**config.mk**
```make
export PLATFORM = sky130hd
export DESIGN_NAME = haar_pe
export DESIGN_NICKNAME = d
export VERILOG_FILES = /design/src/rtl/dwt_pkg.sv /design/src/rtl/dwt_round_sat.sv /design/src/rtl/haar_pe.sv
export SDC_FILE = /design/constraint.sdc
export NUM_CORES = 1
export LEC_CHECK = 0
export BUFFER_PORTS_ARGS = -buffer_cell sky130_fd_sc_hd__buf_2
export CAP_MARGIN = 20
export CORE_MARGIN = 2
export CORE_UTILIZATION = 55
export CTS_CLUSTER_DIAMETER = 200
export DETAILED_ROUTE_END_ITERATION = 10
export PLACE_DENSITY = 0.82
export SKIP_LAST_GASP = 1
export SYNTH_ARGS = -nofsm -noshare
export SYNTH_HDL_FRONTEND = slang
export SYNTH_SLANG_ARGS = --single-unit
export TNS_END_PERCENT = 100
```
**constraint.sdc**
```tcl
create_clock -name clk -period 3.8 [get_ports clk]
set_input_delay 0.57 -clock clk [delete_from_list [all_inputs] [get_ports clk]]
set_output_delay 0.57 -clock clk [all_outputs]
set_load 0.02 [all_outputs]
```
**src/rtl/dwt_pkg.sv**
```systemverilog
// Shared constants and helpers for the Haar wavelet processing element.
package dwt_pkg;

  localparam logic MODE_HAAR = 1'b0;
  localparam logic MODE_PASS = 1'b1;

  // Tag width wide enough to address the larger image dimension.
  function automatic int ptr_w(input int width, input int height);
    return $clog2((width > height) ? width : height);
  endfunction

endpackage

```
**src/rtl/dwt_round_sat.sv**
```systemverilog
// Halve a DATA_W+1 sum/difference (floor, or round-half-up under HAAR_ROUND_EN)
// and saturate it into DATA_W bits, either unsigned or two's-complement.
module dwt_round_sat #(
  parameter int DATA_W = 8
) (
  input  logic [DATA_W:0]   val_i,
  input  logic              signed_i,
  output logic [DATA_W-1:0] res_o
);

  logic        [DATA_W+1:0] ext;
  logic signed [DATA_W+1:0] shifted_s;
  logic        [DATA_W+1:0] shifted_u;
  logic        [DATA_W+1:0] shifted;

  always_comb begin
    ext = {signed_i & val_i[DATA_W], val_i};
`ifdef HAAR_ROUND_EN
    ext = ext + (DATA_W + 2)'(1);
`endif
    // Keep the arithmetic shift in its own statement so it stays signed.
    shifted_s = $signed(ext) >>> 1;
    shifted_u = ext >> 1;
    shifted   = signed_i ? shifted_s : shifted_u;

    if (signed_i) begin
      if (shifted[DATA_W+1:DATA_W-1] == 3'b000 || shifted[DATA_W+1:DATA_W-1] == 3'b111)
        res_o = shifted[DATA_W-1:0];
      else if (shifted[DATA_W+1])
        res_o = {1'b1, {(DATA_W-1){1'b0}}};
      else
        res_o = {1'b0, {(DATA_W-1){1'b1}}};
    end else begin
      res_o = (shifted[DATA_W+1:DATA_W] != 2'b00) ? {DATA_W{1'b1}} : shifted[DATA_W-1:0];
    end
  end

endmodule

```
**src/rtl/haar_pe.sv**
```systemverilog
// Two-stage valid/ready Haar lifting element: S1 forms sum/diff, S2 halves and
// saturates into {L, H}, or forwards the raw pair in PASS mode. Rounding: HAAR_ROUND_EN.
module haar_pe
  import dwt_pkg::*;
#(
  parameter  int DATA_W = 8,
  parameter  int WIDTH  = 256,
  parameter  int HEIGHT = 256,
  localparam int PTR_W  = ptr_w(WIDTH, HEIGHT)
) (
  input  logic                clk,
  input  logic                rst,
  input  logic [2*DATA_W-1:0] pixel_input,
  input  logic                i_mode,
  input  logic                i_valid,
  output logic                i_ready,
  input  logic [PTR_W-1:0]    i_row_column_pointer,
  input  logic [PTR_W-1:0]    i_pixel_pointer,
  output logic [2*DATA_W-1:0] pixel_output,
  output logic                o_valid,
  input  logic                o_ready,
  output logic [PTR_W-1:0]    o_row_column_pointer,
  output logic [PTR_W-1:0]    o_pixel_pointer,
  output logic                o_frame_end
);

  localparam logic [PTR_W-1:0] LAST_ROW = PTR_W'(HEIGHT - 1);
  localparam logic [PTR_W-1:0] LAST_PIX = PTR_W'(WIDTH / 2 - 1);

  logic                s1_valid_q, s1_valid_d;
  logic [DATA_W:0]     s1_sum_q, s1_sum_d;
  logic [DATA_W:0]     s1_diff_q, s1_diff_d;
  logic [2*DATA_W-1:0] s1_raw_q, s1_raw_d;
  logic                s1_mode_q, s1_mode_d;
  logic [PTR_W-1:0]    s1_row_q, s1_row_d;
  logic [PTR_W-1:0]    s1_pix_q, s1_pix_d;

  logic                s2_valid_q, s2_valid_d;
  logic [2*DATA_W-1:0] s2_data_q, s2_data_d;
  logic [PTR_W-1:0]    s2_row_q, s2_row_d;
  logic [PTR_W-1:0]    s2_pix_q, s2_pix_d;
  logic                s2_fe_q, s2_fe_d;

  logic                s2_take;
  logic [DATA_W-1:0]   l_res, h_res;

  // An empty S2 always takes from S1, so bubbles never stall the source.
  assign s2_take = !s2_valid_q || o_ready;
  assign i_ready = !s1_valid_q || s2_take;

  dwt_round_sat #(.DATA_W(DATA_W)) u_low (
    .val_i    (s1_sum_q),
    .signed_i (1'b0),
    .res_o    (l_res)
  );

  dwt_round_sat #(.DATA_W(DATA_W)) u_high (
    .val_i    (s1_diff_q),
    .signed_i (1'b1),
    .res_o    (h_res)
  );

  always_comb begin
    s1_valid_d = s1_valid_q;
    s1_sum_d   = s1_sum_q;
    s1_diff_d  = s1_diff_q;
    s1_raw_d   = s1_raw_q;
    s1_mode_d  = s1_mode_q;
    s1_row_d   = s1_row_q;
    s1_pix_d   = s1_pix_q;
    if (i_ready) s1_valid_d = i_valid;
    if (i_valid && i_ready) begin
      s1_sum_d  = {1'b0, pixel_input[2*DATA_W-1:DATA_W]} + {1'b0, pixel_input[DATA_W-1:0]};
      s1_diff_d = {1'b0, pixel_input[2*DATA_W-1:DATA_W]} - {1'b0, pixel_input[DATA_W-1:0]};
      s1_raw_d  = pixel_input;
      s1_mode_d = i_mode;
      s1_row_d  = i_row_column_pointer;
      s1_pix_d  = i_pixel_pointer;
    end
  end

  always_comb begin
    s2_valid_d = s2_valid_q;
    s2_data_d  = s2_data_q;
    s2_row_d   = s2_row_q;
    s2_pix_d   = s2_pix_q;
    s2_fe_d    = s2_fe_q;
    if (s2_take) s2_valid_d = s1_valid_q;
    if (s2_take && s1_valid_q) begin
      s2_data_d = (s1_mode_q == MODE_PASS) ? s1_raw_q : {l_res, h_res};
      s2_row_d  = s1_row_q;
      s2_pix_d  = s1_pix_q;
      s2_fe_d   = (s1_row_q == LAST_ROW) && (s1_pix_q == LAST_PIX);
    end
  end

  always_ff @(posedge clk or negedge rst) begin
    if (!rst) begin
      s1_valid_q <= 1'b0;
      s1_sum_q   <= '0;
      s1_diff_q  <= '0;
      s1_raw_q   <= '0;
      s1_mode_q  <= MODE_HAAR;
      s1_row_q   <= '0;
      s1_pix_q   <= '0;
      s2_valid_q <= 1'b0;
      s2_data_q  <= '0;
      s2_row_q   <= '0;
      s2_pix_q   <= '0;
      s2_fe_q    <= 1'b0;
    end else begin
      s1_valid_q <= s1_valid_d;
      s1_sum_q   <= s1_sum_d;
      s1_diff_q  <= s1_diff_d;
      s1_raw_q   <= s1_raw_d;
      s1_mode_q  <= s1_mode_d;
      s1_row_q   <= s1_row_d;
      s1_pix_q   <= s1_pix_d;
      s2_valid_q <= s2_valid_d;
      s2_data_q  <= s2_data_d;
      s2_row_q   <= s2_row_d;
      s2_pix_q   <= s2_pix_d;
      s2_fe_q    <= s2_fe_d;
    end
  end

  assign o_valid              = s2_valid_q;
  assign pixel_output         = s2_data_q;
  assign o_row_column_pointer = s2_row_q;
  assign o_pixel_pointer      = s2_pix_q;
  assign o_frame_end          = s2_fe_q;

endmodule

```
==> results by group, run 1 <==
Setup path
  – Critical Path Start Type: input port
  – Critical path type: in -> reg
  – Worst path arrival time: 2.31 ns
  – CP max FO: 8
  – Crit. End Element: register
  – Required @ worst endpoint: 4.09 ns

Placed design
  – Placed insts: 545
  – Buffers on Ports: 71
  – Placer Congestion: 0.9059
  – Post-DP HPWL: 5737 um

Finish
  – Area of the multi-input gates: 1679 sq um
  – Fillcell total: roughly 540
  – Layout Utilization: between 60% and 70%
  – Syn-to-layout area delta: 16.05%
  – Share of layout cells above drive strength 1: 24.46%
  – Area taken by flip-flops and latches: 2102 sq um
  – Antenna Cells: 0
  – Layout Cells excl Fill: 562
  – Nets: 514

Timing
  – Final max-slew violation count: 0
  – Setup TNS: 0 ns
  – Period utilization: 53.10%
  – Relative max-transition margin: 31.88%
  – Min cycle time layout: 2.018 ns
  – RSZ-0062 raised after global routing: false
  – Worst slew pin tran: 1.022 ns
  – Worst Skew: between 0.01 and 0.015 ns
  – Fmax: 495.6 MHz
  – Hold Violations, Final: 0
  – Final setup fails: 0

Logic synthesis
  – Largest cells by area after synthesis: dfrtp_1 (53%), nand2_1 (12%), mux2_2 (4.6%)
  – Mean Syn Cell Area: 9.893 sq um
  – Top-count cell post-synth: nand2_1
  – List of most frequent post-synthesis cells: nand2_1 (124), dfrtp_1 (84), o21ai_0 (34)
  – #FFs+latches synth: 84
  – Main synth FF type: dfrtp_1
  – Post-synth design cell area: around 4000 sq um
  – Post-synth top area share: ~53%
  – Synth cell types: 44
  – Post-Syn Nets: around 450
  – Mapped Cells: 398
  – Number of synthesized flops with an enable pin: 0
  – Ys Warns: 0
  – Ys async rst share: 100.0%
  – Register area share after synthesis: about 53%
  – Area leader, netlist: dfrtp_1

Drt
  – Post-DR vias/cell: 5.278
  – Detailed Routing Iterations Pass 1: 4
  – Remaining antenna violation count: 0
  – Via count: 2966
  – Drt initial violations: around 250
  – Total Wirelength: 8365 um
  – Detailed-route DRC error count: 0
  – Drt wl/cell: around 15 um

Global route
  – Global-route wire length before repair: around 14000 um
  – All-Layer GR Usage: 22.67%
  – Initial antenna violation count: 0
  – GR Overflow Total: 0
  – Vias in the first global route: roughly 2800
  – Pin count of the biggest net entering global routing: 85

Clock network
  – Clock Path Buffers: 2
  – # Post-CTS Setup Buffers: 0
  – CTS sink cnt: 84
  – Worst-skew pair later-pin latency: around 0.36 ns
  – Clock transition at path regs: 0.09 ns
  – Num CTS Buffers: 9
  – Hold buffer count at cts: 0
  – Clock Tree Root: clkbuf_8
  – CTS H-tree lvls: 3
  – Post-CTS resize count: 0
  – CTS tree: yes

Job
  – Maxcap violations: 0

Status
  – Status: complete, no violations

Floorplan
  – Row count: 30
  – Core Region: 6869 sq um
  – Die width: 88.61 um
  – Initial Util: between 50% and 60%
  – Num ports: 72
  – Die Ht: 88.61 um
  – Die ar.: 7852 sq um

Min path
  – Min-delay worst type: in -> async

Power
  – Peak VDD IR: about 0.00023 V
  – Overall Power: ~2.4 mW
  – Power Density: about 530 nW/um^2
  – Static leakage: 2.324 nW
## layout by cell type, fill, tap and decap left out, drive strengths merged, types with 2 or more instances in the layout
cell	n
ha	14
o31ai	4
or4	2
nand4	5
xor2	4
dfrtp	84
mux2i	17
xnor2	3
a21oi	7
clkbuf	10
and2	3
o21ai	35
nor4	2
fa	2
nand2b	4
mux2	16
nand3	3
nor2b	2
a21o	2
o21a	3
buf	75
a221oi	2
clkinvlp	3
inv	16
a211oi	3
nand2	124
nor2	10
## where the power goes
part / switching, mW / total (mW) / leakage [nW] / internal (mW)
Combinational: 0.360 / 0.594 / 1.20 / 0.234
Clock: 0.341 / 0.667 / 0.0955 / 0.326
Sequential: 0.111 / 1.18 / 1.03 / 1.06
## worst paths after layout
| kind | start | to | slack (ns) | depth (start not counted) |
|---|---|---|---|---|
| max in group asynchronous | rst | pixel_output[10] | 3.18 | 2 |
| min in group clk | i_row_column_pointer[6] | s1_row_q[6] | 0.39 | 3 |
| setup / recovery | pixel_input[2] | s1_sum_q[7] | 1.78 | 8 |
| hold reg to reg | pixel_output[10] | pixel_output[10] | 0.48 | 2 |
| hold / removal | rst | s1_raw_q[3] | 0.03 | 1 |
| setup reg to reg | o_valid | s1_diff_q[5] | 1.90 | 5 |
## per-layer routing
layer  GRT usage, %  vias to the layer above  wire length (um)
met5              0                        -                 0
met1          33.21                     1427              3853
met3          4.198                        9               444
met2          35.06                       76              3965
li1               -                     1454                 -
met4          6.198                        0               101
## area by class of cell
| class | count | area share (%) |
|---|---|---|
| tap | 96 | 2.629 |
| inverter | 14 | 1.150 |
| sequential | 84 | 46.00 |
| timing repair buffer | 75 | 8.927 |
| clock inverter | 6 | 1.533 |
| multi-input combinational | 277 | 36.75 |
| clock buffer | 10 | 3.012 |
## worst max-delay path: stages
cell and delay (ns):
buf_2 0.09, inv_1 0.06, ha_1 0.46, nor2_2 0.09, a221oi_2 0.33, o31ai_2 0.12, or4_1 0.48, nand3_1 0.10
## stage by stage
stage	worst slack, ns	cell area (sq um)	hold slack (ns)
final	1.782	4569	0.02835
after global routing	1.688	4569	0.02382
after CTS	1.802	4542	0.3953
after detailed placement	1.438	4334	0.4639
after global placement	1.531	4334	0.4576
after floorplan	1.754	3938	0.2744
## registers in the layout (all words and copies together) (netlist names)
register,flops
o_frame_end,1
o_pixel_pointer,8
o_row_column_pointer,8
o_valid,1
pixel_output,16
s1_diff_q,8
s1_mode_q,1
s1_pix_q,8
s1_raw_q,16
s1_row_q,8
s1_sum_q,8
s1_valid_q,1
## cells by family (layout without fill, tap and decap cells)
logic type      after synthesis  count (layout)  synth area share [%]
simple gates                161             161                 17.29
buf+inv                      37             105                 4.035
mux                          33              33                 8.897
xor+xnor                      7               7                 1.557
compound gates               60              60                 9.373
flops                        84              84                 53.38
fa+ha+maj                    16              16                 5.466
Note: power is estimated with default switching activity, not from simulation.
==> run 2: changes to the inputs <==
--- a/config.mk
+++ b/config.mk
@@ -8,10 +8,10 @@
 export BUFFER_PORTS_ARGS = -buffer_cell sky130_fd_sc_hd__buf_2
 export CAP_MARGIN = 20
 export CORE_MARGIN = 2
-export CORE_UTILIZATION = 55
+export CORE_UTILIZATION = 50
 export CTS_CLUSTER_DIAMETER = 200
 export DETAILED_ROUTE_END_ITERATION = 10
-export PLACE_DENSITY = 0.82
+export PLACE_DENSITY = 0.79
 export SKIP_LAST_GASP = 1
 export SYNTH_ARGS = -nofsm -noshare
 export SYNTH_HDL_FRONTEND = slang
==> constraint.sdc (replaced) <==
create_clock -name clk -period 1.8 [get_ports clk]
set_input_delay 0.27 -clock clk [delete_from_list [all_inputs] [get_ports clk]]
set_output_delay 0.27 -clock clk [all_outputs]
set_load 0.02 [all_outputs]
==> run 2 against run 1 <==
Against the previous run: global-route usage shrank 1.0 points; combinational power grew 130%; core utilization is 4.8 points lower; critical path depth down 3; setup slack worse by 1.6 ns; cell count is 5.3% higher; critical path type is now reg -> reg.
==> results by group, run 2 (synthesized netlist as in run 1, its figures left out) <==
Global route
  – Gr busiest metal: met2 (unchanged)
  – GR Overflow Total: 0 (unchanged)
  – Pin count of the biggest net entering global routing: 51 (was 85)
  – GR Util met3: 3.417% (was 4.198%)
  – Initial antenna violation count: 0 (unchanged)
  – GR Layer Usage met2: 32.54% (was 35.06%)
  – Global-route wire length before repair: 14320 um (was 13570 um)
  – Vias in the first global route: 2919 (was 2780)
  – Grt met1 use: 31.43% (was 33.21%)
  – All-Layer GR Usage: 21.64% (was 22.67%)

Timing
  – Period utilization: 88.51%
  – Fmax: 627.7 MHz
  – WHS: 0.08822 ns (was 0.02835 ns)
  – Min cycle time layout: between 1.5 and 2 ns
  – RSZ-0062 raised after global routing: false (unchanged)
  – Hold Violations, Final: 0 (unchanged)
  – Worst Skew: 0.007899 ns (was 0.01277 ns)
  – Worst slew pin tran: 0.4950 ns (was 1.022 ns)
  – Setup TNS: 0 ns (unchanged)
  – Min setup slack post-route: 0.2068 ns (was 1.782 ns)
  – Final setup fails: 0 (unchanged)
  – Relative max-transition margin: 67.00% (was 31.88%)
  – Final max-slew violation count: 0 (unchanged)

Setup path
  – Critical Path Slowest Stage Cell: dfrtp_1 (was or4_1)
  – Required @ worst endpoint: 2.05 ns (was 4.09 ns)
  – CP max FO: 28 (was 8)
  – Critical path type: reg -> reg (was in -> reg)
  – Reg2reg start: s1_valid_q (was o_valid)
  – Family with the most delay on the worst path: simple AND/OR/NAND/NOR gates (unchanged)
  – Crit. End Element: register (unchanged)
  – Buf/Inv on CP: 1 (was 2)
  – Critical Path Start Type: register (was input port)
  – Worst path cell trace: nand3b_1, nand2_2, buf_4, and2_1, a31o_2 (was buf_2, inv_1, ha_1, nor2_2, a221oi_2, o31ai_2, or4_1, nand3_1)
  – RR Endpoint: s1_diff_q[4] (was s1_diff_q[5])
  – Worst R2R Path Depth: 5 (unchanged)
  – Worst path arrival time: 1.85 ns (was 2.31 ns)
  – Crit-path max cell delay: 0.40 ns (was 0.48 ns)
  – Flop-to-flop setup slack: 0.21 ns (was 1.90 ns)

Job
  – Maxcap violations: 0 (unchanged)

Floorplan
  – Die width: 92.74 um (was 88.61 um)
  – Die ar.: 8601 sq um (was 7852 sq um)
  – Row count: 32 (was 30)
  – Num ports: 72 (unchanged)
  – Core Region: 7687 sq um (was 6869 sq um)
  – Initial Util: 51.22% (was 57.32%)
  – Die Ht: 92.74 um (was 88.61 um)

Min path
  – Hold Crit Endpoint: s1_row_q[6]
  – Hold Crit Start: i_row_column_pointer[6]
  – Min-delay worst type: in -> reg (was in -> async)
  – Hold Crit Depth: 3

Placed design
  – Post-DP HPWL: 6350 um (was 5737 um)
  – Place WS: -0.1333 ns (was 1.438 ns)
  – Placer Congestion: 0.8751 (was 0.9059)
  – Cell Area, Placed: 4547 sq um (was 4334 sq um)
  – Buffers on Ports: 71 (unchanged)
  – Placed insts: 575 (was 545)

Finish
  – Commonest non-fill, non-tap cell in the layout: nand2_1 (unchanged)
  – Layout Cells excl Fill: 592 (was 562)
  – Share of layout cells above drive strength 1: 27.96% (was 24.46%)
  – Nets: 538 (was 514)
  – Antenna Cells: 0 (unchanged)
  – Most frequent cells in the layout: nand2_1 (123), dfrtp_1 (84), buf_2 (70) (unchanged)
  – Syn-to-layout area delta: 20.43% (was 16.05%)
  – Design area: 4742 sq um (was 4569 sq um)

Drt
  – Drt wl/cell: 14.45 um (was 14.88 um)
  – Total Wirelength: 8557 um (was 8365 um)
  – Via count: 3036 (was 2966)
  – Detailed-route DRC error count: 0 (unchanged)
  – Drt initial violations: 115 (was 251)
  – Remaining antenna violation count: 0 (unchanged)
  – Post-DR vias/cell: 5.128 (was 5.278)
  – Detailed Routing Iterations Pass 1: 4 (unchanged)

Clock network
  – Clock Path Buffers: 2 (unchanged)
  – Num CTS Buffers: 9 (unchanged)
  – Clock Tree Root: clkbuf_8 (unchanged)
  – Post-CTS resize count: 0 (unchanged)
  – Worst-skew pair later-pin latency: 0.36 ns (about the same)
  – CTS sink cnt: 84 (unchanged)
  – Clock transition at path regs: 0.09 ns (about the same)
  – CTS tree: yes (unchanged)
  – CTS H-tree lvls: 3 (unchanged)

Power
  – Peak VDD IR: 0.0004902 V (was 0.0002340 V)
  – Power Density: 1069 nW/um^2 (was 533.4 nW/um^2)
  – Static leakage: 2.433 nW (was 2.324 nW)

Status
  – Status: complete, no violations (unchanged)
## run 2: cell count changes in the layout (fill, tap and decap cells not counted), sizes merged
cell,delta
clkinv,+1
dlygate4sd3,+1
buf,+23
bufinv,-1
## run 2: worst max-delay path by stage
stage,cells after the start,from,end,slack (ns)
floorplan,6,o_valid,s1_diff_q[5],0.0007
global placement,8,pixel_input[2],s1_sum_q[7],-0.08
detailed placement,8,pixel_input[2],s1_diff_q[8],-0.13
CTS,5,s1_valid_q,s1_diff_q[4],0.20
global route,5,s1_valid_q,s1_diff_q[4],0.1
finish,5,s1_valid_q,s1_diff_q[4],0.21
## run 2: area by class of cell
class | instances | area [sq um]
clock buffer | 10 | 137.6
clock inverter | 6 | 47.55
fill | 668 | 2945
inverter | 14 | 52.55
multi-input combinational | 277 | 1679
sequential | 84 | 2102
tap | 102 | 127.6
timing repair buffer | 99 | 595.6
## run 2: repair_timing
item | in CTS | in global routing
hold buffers | 1 | 0
endpoints found under the setup margin | 0 | 0
buffers inserted | 0 | 0
hold endpoints to repair | 38 | 0
## run 2: tightest hold or removal path, cell delays in order
cell and delay [ns]:
buf_2 0.07, nand2_1 0.04, nand2_1 0.04
## run 2: routing by layer
metal / routed length [um] / part of all wire, %
met5: 0 / 0
met4: 171 / 2.0
met3: 334 / 3.9
met2: 4036 / 47
met1: 4015 / 47
## run 2: power breakdown
part | total, mW | internal, mW | leakage (nW) | switching, mW
Combinational | 1.34 | 0.548 | 1.32 | 0.794
Clock | 1.27 | 0.550 | 0.0868 | 0.719
Sequential | 2.46 | 2.25 | 1.03 | 0.209
## run 2: per-stage QoR
step	total power, mW	util, %
after floorplan	3.303	-
after global placement	3.793	59.15
after detailed placement	3.848	59.15
after CTS	5.114	61.69
after global routing	5.365	61.69
final	5.069	61.69
